--- src/rtl/nts_api_host_bridge.sv ---
`default_nettype none
// ============================================================================
// Module   : nts_api_host_bridge
// Purpose  : Host-side front end for the NTS register API dispatcher.
//            Turns a four-phase req/ack host handshake into a single-cycle
//            API strobe, waits for the dispatcher response (or times out)
//            and returns data and status to the host. One transaction at
//            a time.
// Revision : 1.0 - initial release
// ============================================================================
module nts_api_host_bridge #(
   parameter int          TIMEOUT_CYCLES = 16,
   parameter logic [31:0] ERROR_DATA     = 32'hDEAD_BEEF
) (
   input  logic        i_clk,
   input  logic        i_areset_n,
   // host side
   input  logic        i_host_req,
   input  logic        i_host_we,
   input  logic [11:0] i_host_address,
   input  logic [31:0] i_host_write_data,
   output logic        o_host_ack,
   output logic [31:0] o_host_read_data,
   output logic        o_host_error,
   // dispatcher side
   output logic        o_api_cs,
   output logic        o_api_we,
   output logic [11:0] o_api_address,
   output logic [31:0] o_api_write_data,
   input  logic        i_api_busy,
   input  logic [31:0] i_api_read_data,
   input  logic        i_api_read_data_valid,
   // status
   output logic [15:0] o_timeout_count
);

   // Last WAIT cycle index before the transaction is declared dead.
   localparam logic [7:0] c_WAIT_LAST = 8'(TIMEOUT_CYCLES - 1);

   typedef enum logic [1:0] {
      ST_IDLE  = 2'd0,
      ST_ISSUE = 2'd1,
      ST_WAIT  = 2'd2,
      ST_RESP  = 2'd3
   } state_t;

   state_t      r_state;
   logic [7:0]  r_wait_cnt;
   logic        r_cs;
   logic        r_we;
   logic [11:0] r_address;
   logic [31:0] r_write_data;
   logic        r_ack;
   logic [31:0] r_read_data;
   logic        r_error;
   logic [15:0] r_timeout_count;

   // Transaction FSM; every output is a register updated here.
   always_ff @(posedge i_clk or negedge i_areset_n) begin
      if (!i_areset_n) begin
         r_state         <= ST_IDLE;
         r_wait_cnt      <= 8'd0;
         r_cs            <= 1'b0;
         r_we            <= 1'b0;
         r_address       <= 12'd0;
         r_write_data    <= 32'd0;
         r_ack           <= 1'b0;
         r_read_data     <= 32'd0;
         r_error         <= 1'b0;
         r_timeout_count <= 16'd0;
      end else begin
         // The strobe only lives for the single ISSUE cycle.
         r_cs <= 1'b0;
         case (r_state)
            ST_IDLE: begin
               // Holding off while busy keeps a stale response from being
               // matched to the next transaction.
               if (i_host_req && !i_api_busy) begin
                  r_we         <= i_host_we;
                  r_address    <= i_host_address;
                  r_write_data <= i_host_write_data;
                  r_cs         <= 1'b1;
                  r_state      <= ST_ISSUE;
               end
            end
            ST_ISSUE: begin
               r_wait_cnt <= 8'd0;
               r_state    <= ST_WAIT;
            end
            ST_WAIT: begin
               r_wait_cnt <= r_wait_cnt + 8'd1;
               // A response on the final cycle still beats the timeout.
               if (i_api_read_data_valid) begin
                  r_read_data <= r_we ? 32'd0 : i_api_read_data;
                  r_error     <= 1'b0;
                  r_ack       <= 1'b1;
                  r_state     <= ST_RESP;
               end else if (r_wait_cnt == c_WAIT_LAST) begin
                  r_read_data <= r_we ? 32'd0 : ERROR_DATA;
                  r_error     <= 1'b1;
                  r_ack       <= 1'b1;
                  r_state     <= ST_RESP;
                  if (r_timeout_count != 16'hFFFF) begin
                     r_timeout_count <= r_timeout_count + 16'd1;
                  end
               end
            end
            ST_RESP: begin
               // Ack is held until the host withdraws its request.
               if (!i_host_req) begin
                  r_ack       <= 1'b0;
                  r_read_data <= 32'd0;
                  r_error     <= 1'b0;
                  r_state     <= ST_IDLE;
               end
            end
            default: r_state <= ST_IDLE;
         endcase
      end
   end

   assign o_api_cs         = r_cs;
   assign o_api_we         = r_we;
   assign o_api_address    = r_address;
   assign o_api_write_data = r_write_data;
   assign o_host_ack       = r_ack;
   assign o_host_read_data = r_read_data;
   assign o_host_error     = r_error;
   assign o_timeout_count  = r_timeout_count;

endmodule
`default_nettype wire

--- config.mk ---
export PLATFORM = sky130hd
export DESIGN_NAME = nts_api_host_bridge
export DESIGN_NICKNAME = d
export VERILOG_FILES = /design/src/rtl/nts_api_host_bridge.sv
export SDC_FILE = /design/constraint.sdc
export NUM_CORES = 1
export LEC_CHECK = 0
export BUFFER_PORTS_ARGS = -buffer_cell sky130_fd_sc_hd__buf_2
export CAP_MARGIN = 20
export CORE_ASPECT_RATIO = 1.25
export CORE_UTILIZATION = 30
export CTS_BUF_LIST = sky130_fd_sc_hd__clkbuf_2 sky130_fd_sc_hd__clkbuf_4 sky130_fd_sc_hd__clkbuf_8
export CTS_CLUSTER_DIAMETER = 100
export DETAILED_ROUTE_END_ITERATION = 10
export MAX_ROUTING_LAYER = met4
export PLACE_DENSITY = 0.57
export REMOVE_ABC_BUFFERS = 1
export SETUP_SLACK_MARGIN = 0.02
export SLEW_MARGIN = 20
export SYNTH_ARGS = -nofsm -noshare
export SYNTH_HDL_FRONTEND = slang
export SYNTH_SLANG_ARGS = --single-unit
--- constraint.sdc ---
create_clock -name i_clk -period 2.3 [get_ports i_clk]
set_input_delay 0.115 -clock i_clk [delete_from_list [all_inputs] [get_ports i_clk]]
set_output_delay 0.115 -clock i_clk [all_outputs]
set_load 0.05 [all_outputs]
Word level (Yosys, flattened, before mapping)

Cells that the tools add are included.

Add/subtract/negate cells: 2
Eq/ne operators: 8
Reductions and logical operators: 9
Mux-type cells: 20
Bitwise logic cells: 1

Operator list:

| kind                                           | number |
|---|---|
| 2-to-1 mux 32 bit                              | 5 |
| one-hot mux 32 bit (2 select lines)            | 1 |
| adder 16 x 1 -> 16 bit (second input constant) | 1 |
| inequality test 16 bit (second input constant) | 1 |
| one-hot mux 8 bit (2 select lines)             | 1 |
| adder 8 x 1 -> 8 bit (second input constant)   | 1 |
| == test 8 x 4 -> 1 bit (second input constant) | 1 |
| 2-to-1 mux 2 bit                               | 4 |
| one-hot mux 2 bit (4 select lines)             | 1 |
| 2-to-1 mux 1 bit                               | 6 |
| AND reduction 3 bit                            | 2 |
| == test 2 bit (second input constant)          | 2 |
| inequality test 2 bit (second input constant)  | 2 |
| one-hot mux 1 bit (2 select lines)             | 2 |
| AND reduction 4 bit                            | 1 |
| nonzero test 2 bit                             | 2 |
| inequality test 3 bit (second input constant)  | 1 |
| == test 2 x 1 -> 1 bit (second input constant) | 1 |
| logical NOT 2 bit                              | 1 |
| AND reduction 2 bit                            | 1 |
| logical AND 1 bit                              | 1 |
| logical NOT 1 bit                              | 1 |
| NOT 1 bit                                      | 1 |

Bits of input ports: 82
Word-level logic and storage cells: 50
Bits in registers: 106
Output and inout bits: 96

Longest topological paths before layout

Gate-level depths: netlist of run 1.

Word-level depth: 4
Mapped depth: 8
Depth with buffers taken out: 6

Worst setup path before layout of run 1

Ideal clock, no wire load.

Path type: flip-flop to flip-flop
Start: register r_timeout_count[0] (netlist: o_timeout_count[0])
End: register r_timeout_count[1] (netlist: o_timeout_count[1])
Cell stages (with the launch flop): 7
Arrival time: 1.937 ns
Path slack: 0.238 ns
Clock period less this slack: 2.062 ns
Required time: 2.175 ns
Path buffers: 1
Setup time: 0.125 ns
Cell sequence: dfrtp_1 -> ha_1 -> nand3_1 -> and4bb_2 -> buf_6 -> nor2_1 -> mux2_2

Longest elaborated chain between the ends: 2
Elaborated cells between the ends (all ways): 3
Classes of those cells: 1 x add/sub; 1 x eq/ne; 1 x reduce/logical

RTL lines:

| what                                                                           | RTL line | RTL |
|---|---|---|
| from (decl)                                                                    | 56       | `logic [15:0] r_timeout_count;` |
| from (signal assigned)                                                         | 104      | `r_timeout_count <= r_timeout_count + 16'd1;` |
| parallel branches: the longest is 2 deep, another holds adder 16 x 1 -> 16 bit | --       |  |

Parallel ways; which one is timed is not known.
A chain may end at the register's enable or synchronous reset.

Worst setup path in the final report of run 1

Start: register r_wait_cnt[5]
End: register r_timeout_count[15] (netlist: o_timeout_count[15])

Longest elaborated chain between the ends: 2

RTL lines:

| what                                 | RTL line | RTL |
|---|---|---|
| from (decl)                          | 48       | `logic [7:0] r_wait_cnt;` |
| from (signal assigned)               | 91       | `r_wait_cnt <= r_wait_cnt + 8'd1;` |
| == test 8 x 4 -> 1 bit               | 98       | `end else if (r_wait_cnt == c_WAIT_LAST) begin` |
| AND reduction 4 bit (no source line) | --       |  |

Every way passes these cells.

==> results.md, run 1 <==
- CP Launch Type: flip-flop
- Unrepaired setup endpoints after global routing: no
- CTS sink count: 106
- Leakage power summed over all cells: 0.00359 uW
- Number of flops mapped to enable cells by yosys: 0
- Final RePlAce weighted congestion: 0.809
- Number of diodes added for antenna fixing: 0
- Max-slew violation count: 0
- Die X: 115 um
- Initial antenna violation count: 0
- Num CTS Buffers: 9
- Worst-path clk slew: 0.10 ns
- Synthesis Warnings: 0
- Die outline height: 143 um
- Maximum buffer depth of the clock tree: 2
- Power per cell area: approximately 1400 nW/um^2
- Setup CP Type: flip-flop to flip-flop
- Class of the most critical hold timing path: input pin to flip-flop
- Vias in the first global route: 4042
- Total power: around 9100 uW
- DRC violations left: 0
- Xor and xnor fraction of the mapped netlist area: 2.56%
- Final clock skew: approximately 0.016 ns
- Cell taking the most area after synthesis: sky130_fd_sc_hd__dfrtp_1
- Max Clock Freq: between 400 and 500 MHz
- Vias per Instance: 4.46
- Critical Path End Type: flip-flop
- Worst hold stages: 3
- Share of the yosys chip area belonging to registers: 55.3%
- Final core utilization: a little over two fifths
- Number of antenna-violating nets in the routed design: 0
- Routed length on met3: 487 um
- Status: complete, no violations
- Setup violations, final: 0
- Mapped cell area: around 4800 um^2
- Critical path peak fanout: 10
- Ports placed on the boundary: 178
- Setup bufs post-CTS: 0
- Total number of H-tree levels: 3
- Relative slew slack: 54.7%
- CTS tree: built
- Buffers on Ports: between 150 and 200
- Worst Reg2Reg Path Length in Cells: 4
- Total global routing overflow: 0
- Combinational family with the most area after synthesis: simple AND/OR/NAND/NOR gates
- Top Metal Used: met4
- Synth Flop Type: sky130_fd_sc_hd__dfrtp_1
- Aggregate global-route resource usage: 15.6%
- MaxCap Viol Count: 0
- Share of layout cells above drive strength 1: 35.9%
- Number of iterations in the first detailed-routing pass: 4
- Worst skew pair latency: 0.37 ns
- Portion of netlist area occupied by mux cells: 9.26%
- Wire per inst: 13.4 um
- CTS Root Cell: sky130_fd_sc_hd__clkbuf_8
- Area growth from synthesis to final layout: 37.4%
- Post-synthesis compound-gate area fraction: 5.25%
- FP Rows: 51
- Routed WL: around 12000 um
- Largest vdd supply drop: 0.767 mV
- Number of non-filler instances in the completed layout: ~910
- Met2 wire length: 6170 um
- Ranking of synthesized cells by area: sky130_fd_sc_hd__dfrtp_1, sky130_fd_sc_hd__nand2_1, sky130_fd_sc_hd__mux2_2
- Estimated wirelength of the detail-placed design: between 8000 and 9000 um
- Detailed-route wire length on metal 1: 5110 um
- Worst hold-check slack: 0.0925 ns
- Number of vias after detailed routing: about 4100
- Fraction of the cycle the final worst path needs: roughly 90%
- Starting density of the core: 30.8%
- Number of hold-slack violations in the final timing report: 0
- Nets: slightly below 800
- Placeable core area: 15600 um^2
- Count of routing violations after the opening detailed-route iteration: 176
- Yosys top cell area share: 55.3%
- Synth Area in Adders: 1.57%
- Share of synthesized flip-flops with an asynchronous set or reset: 100%
- Final min period: 2.08 ns
- Slew at the pin with the worst max-slew slack: between 0.6 and 0.7 ns
- Required time at the endpoint of the critical path: around 2.6 ns
- Library cells used by synthesis: 42
- Crit path DAT: around 2.3 ns
- Global-route wire length before repair: 19400 um
- Flip-flop and latch count after synthesis: between 100 and 150
- Placed cell count: 849
- Number of instances in the synthesized netlist: 473
- Avg Synthesized Cell Area: 10.1 um^2
- Floorplan die area: between 15000 and 20000 um^2
- Pin count of the biggest net entering global routing: 52
- Simple logic cell fraction of the synthesized area: 20.3%
==> routing by layer <==
layer / track usage, % / vias to the layer above
met5: - / -
met4: 9.23 / 0
met3: 2.32 / 24
met2: 25.8 / 118
met1: 18.0 / 1946
li1: - / 1977
==> power breakdown <==
part           internal (uW)  switching, uW  total [uW]
Combinational           1390           3570        4970
Clock                    653            629        1280
Sequential              2540            353        2890
==> logic make-up (layout without fill, tap and decap cells) <==
| kind of cell | count (synthesis) | after routing |
|---|---|---|
| simple gates | 207 | 207 |
| flops | 106 | 106 |
| buf+inv | 58 | 284 |
| compound gates | 42 | 42 |
| mux | 40 | 40 |
| xor+xnor | 14 | 14 |
| fa+ha+maj | 6 | 6 |
==> cells in the final DEF, fill, tap and decap left out, types with 8 or more instances in the layout <==
| cell | instances |
|---|---|
| sky130_fd_sc_hd__xor2_1 | 11 |
| sky130_fd_sc_hd__nand3_1 | 13 |
| sky130_fd_sc_hd__and3_1 | 10 |
| sky130_fd_sc_hd__inv_1 | 34 |
| sky130_fd_sc_hd__buf_4 | 9 |
| sky130_fd_sc_hd__mux2_2 | 32 |
| sky130_fd_sc_hd__nor2_1 | 8 |
| sky130_fd_sc_hd__dfrtp_1 | 106 |
| sky130_fd_sc_hd__buf_2 | 176 |
| sky130_fd_sc_hd__nand2_1 | 146 |
| sky130_fd_sc_hd__a21oi_1 | 27 |
| sky130_fd_sc_hd__dlygate4sd3_1 | 46 |
| sky130_fd_sc_hd__clkbuf_8 | 9 |
==> sequential cells by signal, summed over array words and instances, names as in the netlist <==
name	count
o_host_error	1
o_api_write_data	32
o_host_ack	1
o_host_read_data	32
o_api_cs	1
o_timeout_count	16
o_api_address	12
r_wait_cnt	8
o_api_we	1
r_state	2
==> cells in the mapped netlist, drive strengths merged (2+ instances only) <==
cell / number
o21ai: 6
and4: 3
a21oi: 29
clkbuf: 14
ha: 6
mux2: 35
inv: 35
nor4: 6
buf: 9
dfrtp: 106
o2bb2ai: 3
or2: 2
nand2: 146
nor2: 8
nor3: 7
nand4: 3
nand3: 14
xor2: 11
mux2i: 5
and3: 11
xnor2: 3
==> stage by stage <==
stage / worst slack (ns) / setup TNS (ns) / instance area (um^2)
4_1_cts: 0.220 / 0 / 6590
2_1_floorplan: -0.116 / -5.29 / 4650
5_1_grt: 0.0458 / 0 / 6590
6_report: 0.224 / 0 / 6590
3_3_place_gp: 0.330 / 0 / 5910
3_5_place_dp: 0.255 / 0 / 5910
==> worst paths after layout <==
kind	start	to	slack [ns]
setup / recovery	r_wait_cnt[5]	o_timeout_count[15]	0.22
hold / removal	i_host_req	o_host_ack	0.09
setup reg to reg	r_wait_cnt[5]	o_timeout_count[15]	0.22
hold reg to reg	o_api_address[11]	o_api_address[11]	0.48
max in group asynchronous	i_areset_n	o_api_write_data[0]	1.22
min in group asynchronous	i_areset_n	o_api_write_data[21]	0.32
==> critical path: stages, from the launching register on <==
cell and delay, ns:
sky130_fd_sc_hd__dfrtp_1 0.45, sky130_fd_sc_hd__nor4_4 0.40, sky130_fd_sc_hd__nand3_2 0.31, sky130_fd_sc_hd__nor4_1 0.42, sky130_fd_sc_hd__mux2_2 0.37
==> timing repair <==
action	in CTS	in global routing
gates resized for setup	0	0
hold buffers	46	0
endpoints found under the setup margin	0	0
hold endpoints to repair	94	0
==> cell type report <==
cell class | instances | area (um^2)
inverters | 35 | 131
flip-flops and latches | 106 | 2650
fillers | 1584 | 8980
clock inverters | 4 | 76.3
clock buffers | 12 | 146
multi-input cells | 309 | 1870
repair buffers | 233 | 1450
well taps | 212 | 265
Note: power is estimated with default switching activity, not from simulation.
==> inputs of run 2 (changes only) <==
BUFFER_PORTS_ARGS = -buffer_cell sky130_fd_sc_hd__buf_4   (was -buffer_cell sky130_fd_sc_hd__buf_2)
==> run 2 against run 1 <==
Routed wire length up 3.3%; count of clock-buffer cells in the layout fell by 1; worst hold slack lost 0.031 ns; combinational power rose by 8.2%; die area unchanged; flip-flop and latch count stayed put; non-clock buffer count is 1 lower; critical path type unchanged; largest power group unchanged; highest routed layer unchanged.
==> results.md, run 2 (same netlist as run 1, synthesis figures left out) <==
- Number of non-filler instances in the completed layout: 910
- Critical Path End Type: flip-flop
- Count of buffer and inverter cells on the critical path: 1
- CTS tree: built
- Setup violations, final: 0
- Num CTS Buffers: 9
- Nets: 781
- Maximum buffer depth of the clock tree: 2
- Count of filler cells inserted in the layout: 1511
- Most common cell after layout, fill and taps aside: sky130_fd_sc_hd__buf_4
- Buffers on Ports: 177
- Pin count of the biggest net entering global routing: between 40 and 50
- Status: complete, no violations
- Resized cells post-CTS: 0
- Worst skew pair latency: 0.37 ns
- Starting density of the core: 30.8%
- CP Launch Type: flip-flop
- Final RePlAce weighted congestion: between 0.7 and 0.8
- Cell class contributing the biggest share of worst-path delay: simple AND/OR/NAND/NOR gates
- Total number of H-tree levels: 3
- Critical path peak fanout: 8
- Slew at the pin with the worst max-slew slack: 0.531 ns
- Storage element area: 2650 um^2
- Placed cell count: 848
- Setup CP Type: flip-flop to flip-flop
- Crit path DAT: 2.25 ns
- Number of diodes added for antenna fixing: 0
- Final clock skew: approximately 0.0067 ns
- Met3 layer usage reported by global route: ~1.9%
- CTS Root Cell: sky130_fd_sc_hd__clkbuf_8
- FP Rows: between 50 and 60
- Leakage power summed over all cells: 0.00370 uW
- Busiest layer in global routing: met2
- Vias in the first global route: around 4100
- Number of vias after detailed routing: a little over 4000
- Area growth from synthesis to final layout: 46.7%
- Area used by multi-input combinational logic: between 1500 and 2000 um^2
- Number of antenna-violating nets in the routed design: 0
- Die outline height: 143 um
- Largest vdd supply drop: 0.665 mV
- Commonest cells after routing, fill and taps aside: sky130_fd_sc_hd__buf_4, sky130_fd_sc_hd__nand2_1, sky130_fd_sc_hd__dfrtp_1
- Max Clock Freq: 501 MHz
- Fraction of the cycle the final worst path needs: 86.7%
- Setup slack, reg-to-reg: 0.31 ns
- Critical-path cell list: ha_1 > and3_1 > nand3_2 > buf_4 > nor2_1 > mux2_2
- Floorplan die area: 16500 um^2
- Setup slack at placement: ~0.32 ns
- Wire per inst: 13.8 um
- Final setup TNS: 0 ns
- Estimated wirelength of the detail-placed design: 8830 um
- Global-route wire length before repair: 20200 um
- Cell with the largest stage delay on the worst path: sky130_fd_sc_hd__dfrtp_1
- Vias per Instance: 4.45
- Share of layout cells above drive strength 1: 35.8%
- Ports placed on the boundary: between 150 and 200
- Routed WL: 12600 um
- CP max stage delay: 0.39 ns
- Met2 Usage GRT: 28.3%
- Required time at the endpoint of the critical path: 2.56 ns
- Total global routing overflow: 0
- DRC violations left: 0
- Power per cell area: ~1400 nW/um^2
- Count of routing violations after the opening detailed-route iteration: 212
- Met1 track utilization from global routing: between 10% and 20%
- Smallest setup slack after layout: 0.305 ns
- Class of the most critical hold timing path: input pin to flip-flop
- Number of hold-slack violations in the final timing report: 0
- Relative slew slack: 64.5%
- Max-slew violation count: 0
- Placeable core area: 15600 um^2
- Number of iterations in the first detailed-routing pass: 4
- Initial antenna violation count: 0
- Die X: roughly 120 um
- Worst-path clk slew: around 0.1 ns
- MaxCap Viol Count: 0
- Aggregate global-route resource usage: between 10% and 20%
- CTS sink count: 106
- Final min period: 1.99 ns
- Unrepaired setup endpoints after global routing: no
run 2: through the flow:
stage          hold WS [ns]  total power, uW  instance area, um^2  utilization (%)
6_report             0.0617             9640                 7040             45.2
5_1_grt              0.0836            10200                 7040             45.2
4_1_cts              0.0177             9760                 7040             45.2
3_5_place_dp          0.104             8310                 6340             40.7
3_3_place_gp         0.0996             8220                 6340             40.7
2_1_floorplan        -0.181             6540                 4650                -
run 2: layout make-up:
type | count | area share [%]
Inverter | 35 | 1.87
Clock buffer | 11 | 2.15
Sequential cell | 106 | 37.7
Clock inverter | 5 | 1.21
Multi-Input combinational cell | 309 | 26.6
Tap cell | 212 | 3.77
Timing Repair Buffer | 232 | 26.7
run 2: final timing paths:
path                                          start                  end  depth (start not counted)
worst max-delay path                  r_wait_cnt[0]   o_timeout_count[1]                          6
worst min-delay path                     i_host_req           o_host_ack                          3
worst max register to register        r_wait_cnt[0]   o_timeout_count[1]                          6
worst min register to register  o_api_write_data[0]  o_api_write_data[0]                          2
max in group asynchronous                i_areset_n     o_api_address[8]                          3
min in group asynchronous                i_areset_n   o_timeout_count[6]                          2
run 2: tightest hold or removal path, cell delays in order:
cell and delay, ns:
sky130_fd_sc_hd__buf_4 0.11, sky130_fd_sc_hd__o21ai_0 0.07, sky130_fd_sc_hd__o311ai_0 0.09
run 2: routing by layer:
| layer | part of all wire, % | vias up | routed length (um) |
|---|---|---|---|
| li1 | - | 1971 | - |
| met1 | 41 | 1941 | 5120 |
| met2 | 53 | 118 | 6660 |
| met3 | 4.3 | 16 | 545 |
| met4 | 2.1 | 0 | 259 |
| met5 | 0 | - | 0 |
run 2: what timing repair did:
| action | CTS | global route |
|---|---|---|
| hold buffers | 46 | 0 |
| hold endpoints to repair | 75 | 0 |
| setup buffers | 0 | 0 |
run 2: power breakdown:
part	switching, uW	internal, uW
clock network	651	679
logic	3580	1790
registers	389	2540
total	4620	5010
